`config.mk`:
```
export PLATFORM = sky130hd
export DESIGN_NAME = led_bar_timer
export DESIGN_NICKNAME = d
export VERILOG_FILES = /design/src/rtl/led_bar_pkg.sv /design/src/rtl/tick_prescaler.sv /design/src/rtl/led_bar_timer.sv
export SDC_FILE = /design/constraint.sdc
export NUM_CORES = 1
export LEC_CHECK = 0
export CAP_MARGIN = 20
export CORE_MARGIN = 3
export CORE_UTILIZATION = 55
export CTS_CLUSTER_SIZE = 25
export DETAILED_ROUTE_END_ITERATION = 12
export PLACE_DENSITY = 0.79
export SKIP_CTS_REPAIR_TIMING = 1
export SYNTH_ARGS = -nofsm -noshare
export SYNTH_HDL_FRONTEND = slang
export SYNTH_SLANG_ARGS = --single-unit
```
`constraint.sdc`:
```
create_clock -name clk -period 3 [get_ports clk]
set_input_delay 0.6 -clock clk [delete_from_list [all_inputs] [get_ports clk]]
set_output_delay 0.6 -clock clk [all_outputs]
set_load 0.02 [all_outputs]
```
`src/rtl/led_bar_pkg.sv`:
```
// Shared types and the LED decode helper for the stopwatch LED-bar stages.
//   state_t     : run/stop state of a bar stage
//   MODE_*      : display mode selectors
//   led_decode  : maps a step index to a 32-bit pattern; callers keep the low LED_W bits
package led_bar_pkg;

    typedef enum logic {
        STOPPED = 1'b0,
        RUNNING = 1'b1
    } state_t;

    localparam int MODE_FILL   = 0;
    localparam int MODE_ONEHOT = 1;
    localparam int MODE_BINARY = 2;

    // idx never exceeds 32, so a 33-bit intermediate absorbs 1<<32 in fill mode.
    function automatic logic [31:0] led_decode(input logic [5:0] idx, input int mode);
        logic [32:0] one;
        logic [32:0] pat;
        one = 33'd1;
        pat = '0;
        case (mode)
            MODE_FILL:   pat = (one << idx) - one;
            MODE_ONEHOT: if (idx != 6'd0) pat = one << (idx - 6'd1);
            MODE_BINARY: pat = {27'd0, idx};
            default:     pat = '0;
        endcase
        return pat[31:0];
    endfunction

endpackage

```
`src/rtl/tick_prescaler.sv`:
```
// Divides a single-cycle tick strobe by DIV.
//   clk, rst_n : clock, async active-low reset
//   en         : count ticks only while high
//   clr        : synchronous clear of the count, overrides everything
//   tick       : timebase strobe
//   stb        : combinational, high on the cycle the DIV-th tick is accepted
module tick_prescaler #(
    parameter int DIV = 6000
) (
    input  logic clk,
    input  logic rst_n,
    input  logic en,
    input  logic clr,
    input  logic tick,
    output logic stb
);

    localparam int            CW   = (DIV > 1) ? $clog2(DIV) : 1;
    localparam logic [CW-1:0] TERM = CW'(DIV - 1);

    logic [CW-1:0] cnt_q, cnt_d;
    logic          hit;

    always_comb begin
        hit   = en && tick && (cnt_q == TERM);
        cnt_d = cnt_q;
        if (clr) begin
            cnt_d = '0;
        end else if (en && tick) begin
            cnt_d = hit ? '0 : cnt_q + CW'(1);
        end
    end

    assign stb = hit && !clr;

    always_ff @(posedge clk or negedge rst_n) begin
        if (!rst_n) cnt_q <= '0;
        else        cnt_q <= cnt_d;
    end

endmodule

```
`src/rtl/led_bar_timer.sv`:
```
// Stopwatch LED-bar stage: advances a bar display once per TICKS_PER_STEP ticks.
//   clk, rst_n     : clock, async active-low reset
//   tick           : timebase strobe
//   start, stop    : single-cycle run control (stop wins when both are high)
//   clear          : synchronous clear of prescaler, index, display and strobes
//   led            : registered LED pattern (MODE selects fill / one-hot / binary)
//   running        : high while RUNNING
//   step_stb       : one-cycle pulse per display step
//   wrap_stb       : one-cycle pulse when the display returns to empty
//
// state   | meaning
// STOPPED | ticks ignored, prescaler and index held
// RUNNING | ticks counted, display advances every TICKS_PER_STEP ticks
module led_bar_timer
    import led_bar_pkg::*;
#(
    parameter int TICKS_PER_STEP = 6000,
    parameter int LED_W          = 10,
    parameter int MODE           = 0
) (
    input  logic             clk,
    input  logic             rst_n,
    input  logic             tick,
    input  logic             start,
    input  logic             stop,
    input  logic             clear,
    output logic [LED_W-1:0] led,
    output logic             running,
    output logic             step_stb,
    output logic             wrap_stb
);

    localparam int               IDX_W    = $clog2(LED_W + 1);
    localparam logic [IDX_W-1:0] IDX_LAST = IDX_W'(LED_W);

    state_t             state_q, state_d;
    logic               running_q, running_d;
    logic [IDX_W-1:0]   idx_q, idx_d;
    logic [LED_W-1:0]   led_q, led_d;
    logic               step_q, step_d;
    logic               wrap_q, wrap_d;
    logic               step_hit;
    logic [31:0]        pat_full;

    tick_prescaler #(
        .DIV (TICKS_PER_STEP)
    ) u_prescaler (
        .clk   (clk),
        .rst_n (rst_n),
        .en    (state_q == RUNNING),
        .clr   (clear),
        .tick  (tick),
        .stb   (step_hit)
    );

    // Clear leaves the run state alone and masks start/stop for that cycle.
    always_comb begin
        state_d = state_q;
        if (!clear) begin
            case (state_q)
                STOPPED: if (start && !stop) state_d = RUNNING;
                RUNNING: if (stop)           state_d = STOPPED;
                default:                     state_d = STOPPED;
            endcase
        end
        running_d = (state_d == RUNNING);
    end

    always_comb begin
        idx_d    = idx_q;
        led_d    = led_q;
        step_d   = 1'b0;
        wrap_d   = 1'b0;
        pat_full = '0;
        if (clear) begin
            idx_d = '0;
            led_d = '0;
        end else if (step_hit) begin
            step_d = 1'b1;
            if (idx_q == IDX_LAST) begin
                idx_d  = '0;
                wrap_d = 1'b1;
            end else begin
                idx_d = idx_q + IDX_W'(1);
            end
            pat_full = led_decode(6'(idx_d), MODE);
            led_d    = pat_full[LED_W-1:0];
        end
    end

    always_ff @(posedge clk or negedge rst_n) begin
        if (!rst_n) begin
            state_q   <= STOPPED;
            running_q <= 1'b0;
            idx_q     <= '0;
            led_q     <= '0;
            step_q    <= 1'b0;
            wrap_q    <= 1'b0;
        end else begin
            state_q   <= state_d;
            running_q <= running_d;
            idx_q     <= idx_d;
            led_q     <= led_d;
            step_q    <= step_d;
            wrap_q    <= wrap_d;
        end
    end

    assign led      = led_q;
    assign running  = running_q;
    assign step_stb = step_q;
    assign wrap_stb = wrap_q;

endmodule

```
* Word level (Yosys, flattened, before mapping)
Cells that the tools add are included.
** Word-level totals
- Flip-flop bits (word level) :: 30
- Logic and storage cells :: 39
- Input port bits :: 6
- Output and inout port bits :: 13
** Cells by class
- Reduce and logical (&&, ||, !) cells :: 8
- Eq/ne operators :: 2
- Mux-type cells :: 18
- Shift operators :: 1
- Bitwise logic cells :: 1
- Add/sub/neg operators :: 3
** Operator list (count)
- $mux W13 :: 3
- $mux W10 :: 2
- $mux W4 :: 5
- $add A13 B1 Y13 const B :: 1
- $eq A13 B13 Y1 const B :: 1
- $shl A1 B4 Y10 const A :: 1
- $sub A10 B1 Y10 const B :: 1
- $mux W1 :: 7
- $add A4 B1 Y4 const B :: 1
- $eq A4 B4 Y1 const B :: 1
- $logic_and A1 B1 Y1 :: 4
- $reduce_bool A2 Y1 :: 2
- $logic_not A1 Y1 :: 2
- $pmux W1 S2 :: 1
- $not A1 Y1 :: 1

* Depth between registers and ports, before layout
Gate-level depths: netlist of run 1.
- Depth after elaboration :: 9
- Depth in mapped cells :: 12
- Gate-level depth less buffers :: 10

* Modules after synthesis
From an unflattened synthesis of run 1, not the netlist that was laid out.
** Second synthesis, totals
- Cells, all modules :: 201
- Area total of the unflattened synthesis :: 1843.0 um2
** By module, submodules not included
- led_bar_timer :: cells an instance 125, seq. area each 425.4 um2, instances 1, area each 1127.3 um2
- tick_prescaler :: cells an instance 76, seq. area each 325.3 um2, instances 1, area each 715.7 um2

* Worst setup path after synthesis of run 1
OpenSTA, ideal clock, no wires.
- Path type :: reg2reg
- Start :: register idx_q[0]
- End :: register led_q[6] (netlist: led[6])
- Data required time :: 2.920 ns
- Path slack :: 0.384 ns
- Buffers on the path :: 1
- Arrival :: 2.536 ns
- Cell stages (with the launch flop) :: 11
- Setup time :: 0.080 ns
- Period minus slack after synthesis :: 2.616 ns
- Cell sequence :: dfrtp_1 -> clkbuf_1 -> inv_1 -> ha_1 -> nand2b_1 -> a221oi_1 -> nand2_1 -> ha_1 -> a21boi_0 -> a311o_1 -> o211ai_2
** On the way
- Longest elaborated chain between the ends :: 8
- Elaborated cells between the ends (all ways) :: 9
- Those cells by class :: 2 x add/sub; 1 x eq/ne; 1 x shift; 5 x mux
** RTL lines
- start, declared :: RTL line led_bar_timer.sv:38 : logic [IDX_W-1:0] idx_q, idx_d;
- start signal, assigned :: RTL line led_bar_timer.sv:102 : idx_q <= idx_d;
- $add A4 B1 Y4 / $eq A4 B4 Y1 (equally long branches) :: RTL line led_bar_timer.sv:84, led_bar_timer.sv:80
- $mux W4 (*) :: RTL line led_bar_timer.sv:80 : if (idx_q == IDX_LAST) begin
- $mux W4 (*) :: RTL line led_bar_timer.sv:78 : end else if (step_hit) begin
- $mux W4 (*) :: RTL line led_bar_timer.sv:75 : if (clear) begin
- $shl A1 B4 Y10 (*) :: RTL line led_bar_pkg.sv:23 : MODE_FILL: pat = (one << idx) - one;
- $sub A10 B1 Y10 (*) :: RTL line led_bar_pkg.sv:23
- $mux W10 (*) :: RTL line led_bar_timer.sv:78
- $mux W10 (*) :: RTL line led_bar_timer.sv:75
- end signal, assigned :: RTL line led_bar_timer.sv:103 : led_q <= led_d;
- end, declared :: RTL line led_bar_timer.sv:39 : logic [LED_W-1:0] led_q, led_d;
Every way passes the cells marked *; elsewhere a longest branch is shown, timed or not. The select of a mux whose other input is x is not followed.
A chain may end at the register's enable or synchronous reset.

* Worst setup path in the final report of run 1
- Start :: register idx_q[1]
- End :: register led_q[6] (netlist: led[6])
Same word-level chain as after synthesis.

==> results of run 1 <==
state kept, by name, indices dropped and copies added, names as in the netlist:
name and count:
wrap_stb 1, u_prescaler.cnt_q 13, step_stb 1, idx_q 4, led 10, running 1
area by class of cell:
cell class	count	area, sq um	area share (%)
Clock buffer	7	55.1	2.57
Clock inverter	1	5.00	0.234
Inverter	4	15.0	0.701
Multi-Input combinational cell	163	1030	48.0
Sequential cell	30	751	35.0
Tap cell	44	55.1	2.57
Timing Repair Buffer	25	233	10.9
through the flow:
stage	hold WS (ns)	cell area (sq um)	util, %	total power, mW
global route	0.521	2140	69.0	0.737
finish	0.489	2140	69.0	0.704
CTS	0.495	2140	69.0	0.712
floorplan	0.304	1830	-	0.434
detailed placement	0.474	2080	67.1	0.458
global placement	0.463	2080	67.1	0.457
power by group through the flow:
| stage | Combinational, mW | Sequential, mW | Clock (mW) |
|---|---|---|---|
| finish | 0.0384 | 0.412 | 0.254 |
| global route | 0.0421 | 0.413 | 0.283 |
| detailed placement | 0.0389 | 0.420 | 0 |
| CTS | 0.0389 | 0.412 | 0.262 |
| floorplan | 0.0139 | 0.421 | 0 |
| global placement | 0.0376 | 0.419 | 0 |
routing by layer:
layer / wire length (um) / track usage [%] / share of wire [%]
met3: 170 / 4.81 / 3.9
met1: 1880 / 28.5 / 43
met4: 105 / 11.9 / 2.4
met5: 0 / 0 / 0
met2: 2250 / 39.2 / 51
cells in the mapped netlist, drive strengths merged (2+ instances only):
library cell,instances
nand3,14
xor2,9
and3,2
a21oi,9
nor2,18
o211ai,3
o31ai,3
buf,3
a22o,2
nand4,7
xnor2,3
nand2b,3
ha,6
a211o,3
clkbuf,4
a21boi,3
inv,4
a211oi,2
dfrtp,30
and3b,2
nand3b,2
nor3,4
a22oi,2
o21ai,13
nand2,28
and2,3
nor2b,3
kinds of logic (layout without fill, tap and decap cells):
kind of cell    count (synthesis)  after routing  synth area share (%)
compound gates                 50             50                  19.2
xor+xnor                       12             12                  5.74
fa+ha+maj                       6              6                  4.10
buf+inv                        11             37                  2.80
flops                          30             30                  41.0
mux                             1              1                 0.547
simple gates                   94             94                  26.6
final timing paths:
check | cells after the start | slack, ns | start | to
min in group asynchronous | 2 | 0.64 | rst_n | u_prescaler.cnt_q[5]
setup reg to reg | 9 | 0.24 | idx_q[1] | led[6]
setup / recovery | 9 | 0.24 | idx_q[1] | led[6]
hold / removal | 2 | 0.49 | led[5] | led[5]
max in group asynchronous | 2 | 2.06 | rst_n | u_prescaler.cnt_q[11]
hold reg to reg | 2 | 0.49 | led[5] | led[5]
placed cells by master, fill, tap and decap left out, types with 6 or more instances in the layout:
cell type / netlist / final
a21oi_1: 9 / 9
buf_4: 0 / 7
clkdlybuf4s50_1: 0 / 18
dfrtp_1: 30 / 30
ha_1: 6 / 6
nand2_1: 28 / 28
nand3_1: 14 / 14
nand4_1: 7 / 7
nor2_1: 18 / 18
o21ai_0: 13 / 13
xor2_1: 9 / 9
worst max-delay path, delay by kind of cell (launching register included):
family / cells / cell delay, ns
compound gates: 4 / 1.07
flops: 1 / 0.45
simple gates: 2 / 0.42
fa+ha+maj: 2 / 0.62
buf+inv: 1 / 0.11
==> flow_summary.ini, run 1 <==
[routing]
drc = 0
via_count = 1672
drt_pass1_iterations = 4
drtIter0Drc = 133
routed_wl_mm = 4.41
ant_nets = 0
wl_per_cell_um = 16.1
routed_via_density = 6.10

[yosys]
async_flop_share_pct = 100
synth_flop_cell = dfrtp_1
yosysWarnings = 0
avgSynthCellArea_sq_um = 8.97
synth_area_leaders = dfrtp_1, nand2_1, xor2_1
synth_edf_count = 0
yosysSeqAreaShare_pct = 41.0
ys_ff_latch = 30
synth_cells = 204
syn_nets = 216
synth_top_cell_by_area = dfrtp_1
synth.distinct_cells = 50
mappedNetlistArea_sq_mm = 0.00183
synth.top_cell.area_share_pct = 41.0

[worst_setup_path]
slowest_stage = dfrtp_1
slowest_delay_ns = 0.45
critPathMaxFanout = 7
end_kind = flop
worstSetupPathType = reg2reg
crit_chain = inv_1 > ha_1 > nand2b_1 > a221oi_1 > nand2_1 > ha_1 > a21boi_0 > a311o_1 > o211ai_2
startpoint_type = flop
worstPathRequired_ns = 3.26
crit_top_cell = ha_1
arrival_ns = 3.02

[layout]
nFillCells = 264
nets = 241
drive_gt1_share_pct = 9.13
antenna_cells = 0
area_growth_pct = 17.0
final_cells = 274

[sta]
worst_slack_ns = 0.239
skew_ns = 0.0189
finalHoldViolations = 0
finalMaxSlewViolations = 0
setup_viol_count_final = 0
slew_headroom_pct = 56.0
fin_tns_setup_ns = 0
fin_crit_sh_pct = 92.0
timing_worst_slew_pin_value_ns = 0.660
period_minus_slack_ns = 2.76
fmax_mhz = 362
rsz0062_at_grt = no

[power_and_ir_drop]
p_leak_nw = 0.935
pwr-share-clk_pct = 36.0
ir_worst_vdd_uv = 329
p_switching_mw = 0.170
power_density_mw_per_mm2 = 329
pwr-share-comb_pct = 5.5
pwr-share-seq_pct = 58.5
p_int_mw = 0.534
switching_share_pct = 24.1

[global_route]
antenna_found_initial = 0
grt_pass1_vias = 1659
grt_pass1_wl_mm = 7.46
grt_usage_pct = 23.5
grt_start_max_net_pins = 31
grt_overflow = 0

[clock_network]
cts_buffer_depth = 2
root_buffer = clkbuf_4
clk_pin_slew_ns = 0.11
clk_latency_ns = 0.34
cts_tree = built
numCtsBuffers = 5
htreeDepth = 2
clock-sinks = 30

[placed_design]
dpl.cell_count = 266
place.port_buffers = 18
place_ws_ns = 0.337
place_congestion = 0.912
detailed_place_hpwl_mm = 3.20

[floorplanning]
die_w_um = 63.7
die_h_um = 63.7
initial_utilization_pct = 59.0
boundaryPins = 19
rows = 20
fp.dieArea_sq_mm = 0.00406
fp.coreArea_sq_mm = 0.00310

[status]
status = complete, no violations

[hold_path]
hp-class = reg2reg

[run]
max-cap-violations = 0
No activity file was read; power rests on OpenSTA's default activity.
==> run 2: changes to the inputs <==
CORE_MARGIN = 4   (was 3)
CORE_UTILIZATION = 56   (was 55)
PLACE_DENSITY = 0.8   (was 0.79)
==> run 2 against run 1 <==
Compared with the run above:
- clock power grew 4%
- routed wire length down 0.27%
- via count decreased by 0.42%
- clock skew decreased by 0.0087 ns
- final area increased by 0.12%
- cell count is 0.36% lower
- non-clock buffer count shrank 1
- total power increased by 1.3%
- fmax is 3.1% higher
- clock-buffer cell count shrank 1
- critical path depth unchanged
- die area grew 4.7%
==> flow_summary.ini, run 2 (synthesis results as in run 1) <==
[clock_network]
clk_pin_slew_ns = 0.10
htreeDepth = 2
numCtsBuffers = 5
root_buffer = clkbuf_4
cts_tree = built
cts_buffer_depth = 2
clk_latency_ns = 0.34
clock-sinks = 30

[routing]
drc = 0
routed_wl_mm = 4.39
wl_per_cell_um = 16.1
drtIter0Drc = 128
via_count = 1665
drt_pass1_iterations = 4
routed_via_density = 6.10
ant_nets = 0

[global_route]
grtUsageMet2_pct = 34.8
gr-usage-met3_pct = 6.84
grt_start_max_net_pins = 31
grt_pass1_vias = 1550
grt.busiest_layer = met2
grt_usage_pct = 23.2
antenna_found_initial = 0
grt_overflow = 0
grtUsageMet1_pct = 31.0
grt_pass1_wl_mm = 7.55

[power_and_ir_drop]
p_leak_nw = 0.928
ir_worst_vdd_uv = 335
power_density_mw_per_mm2 = 332

[layout]
largest_register = u_prescaler.cnt_q
layout_common_cells = dfrtp_1, nand2_1, nor2_1, clkdlybuf4s50_1, nand3_1
largest_register_ffs = 13
final_util_pct = 69.7
nFillCells = 268
nets = 240
drive_gt1_share_pct = 9.61
antenna_cells = 0
area_growth_pct = 17.2
layout_commonest_cell = dfrtp_1

[floorplanning]
fp.dieArea_sq_mm = 0.00425
fp.coreArea_sq_mm = 0.00308
rows = 20
initial_utilization_pct = 59.5
die_w_um = 65.2
die_h_um = 65.2
boundaryPins = 19

[hold_path]
worstHoldPathCells = 2
hp-start = led[5]
hp-class = reg2reg
min_to = led[5]

[worst_setup_path]
worstSetupPathType = reg2reg
rr_startpoint = idx_q[1]
startpoint_type = flop
end_kind = flop
r2r_end = led[6]
reg2reg_slack_ns = 0.32
critPathMaxFanout = 7
arrival_ns = 2.95
worstPathRequired_ns = 3.27
reg2reg_depth = 9

[sta]
fin_crit_sh_pct = 89.3
fmax_mhz = 373
finalMaxSlewViolations = 0
period_minus_slack_ns = 2.68
skew_ns = 0.0102
finalHoldViolations = 0
slew_headroom_pct = 49.1
setup_viol_count_final = 0
timing_worst_slew_pin_value_ns = 0.755
fin_tns_setup_ns = 0
rsz0062_at_grt = no
worst_slack_ns = 0.321

[run]
max-cap-violations = 0

[placed_design]
detailed_place_hpwl_mm = 3.17
place_congestion = 0.949
place.port_buffers = 18
place_ws_ns = 0.262

[status]
status = complete, no violations
run 2: cell types whose count changed in the layout (fill, tap and decap cells not counted), sizes merged:
cell / change
clkinvlp: +1
clkbuf: -1
buf: -1
run 2: through the flow:
| step | hold WS (ns) | instance area [sq um] | instances | power (mW) |
|---|---|---|---|---|
| global placement | 0.465 | 2070 | 265 | 0.457 |
| floorplan | 0.304 | 1830 | 204 | 0.434 |
| global route | 0.536 | 2140 | 273 | 0.751 |
| CTS | 0.492 | 2140 | 273 | 0.723 |
| finish | 0.482 | 2140 | 273 | 0.713 |
| detailed placement | 0.473 | 2070 | 265 | 0.459 |
run 2: layout make-up:
class                      instances  area [sq um]  share of cell area [%]
tap                               44          55.1                    2.57
timing repair buffer              24           225                    10.5
inverter                           4          15.0                   0.700
multi-input combinational        163          1030                    48.2
sequential                        30           751                    35.0
clock inverter                     2          12.5                   0.583
clock buffer                       6          51.3                    2.39
run 2: power breakdown:
group / switching, mW / internal [mW] / leakage (nW) / total [mW]
logic: 0.0249 / 0.0132 / 0.477 / 0.0382
registers: 0.00452 / 0.407 / 0.417 / 0.412
clock network: 0.150 / 0.112 / 0.0343 / 0.263
run 2: critical path: stages, from the launching register on:
cell and delay (ns):
dfrtp_1 0.46, inv_1 0.11, ha_1 0.33, nand2b_1 0.26, a221oi_2 0.37, nand2_1 0.14
ha_1 0.30, a21boi_0 0.17, a311o_1 0.40, o211ai_2 0.07
run 2: how the worst max path moves through the flow:
stage             start      to  depth (start not counted)
6_report       idx_q[1]  led[6]                          9
5_1_grt        idx_q[1]  led[6]                          9
4_1_cts        idx_q[1]  led[6]                          9
3_5_place_dp   idx_q[1]  led[6]                          9
3_3_place_gp   idx_q[1]  led[6]                          9
2_1_floorplan  idx_q[0]  led[6]                         10
run 2: routing by layer:
layer | part of all wire, % | vias up
li1 | - | 793
met1 | 46 | 792
met2 | 45 | 69
met3 | 7.9 | 11
met4 | 2.0 | 0
met5 | 0 | -
==> run 3: changes to the inputs <==
CAP_MARGIN = unset   (was 20)
==> results of run 3 <==
The final DEF is identical to that of run 2; final timing and power are the same.
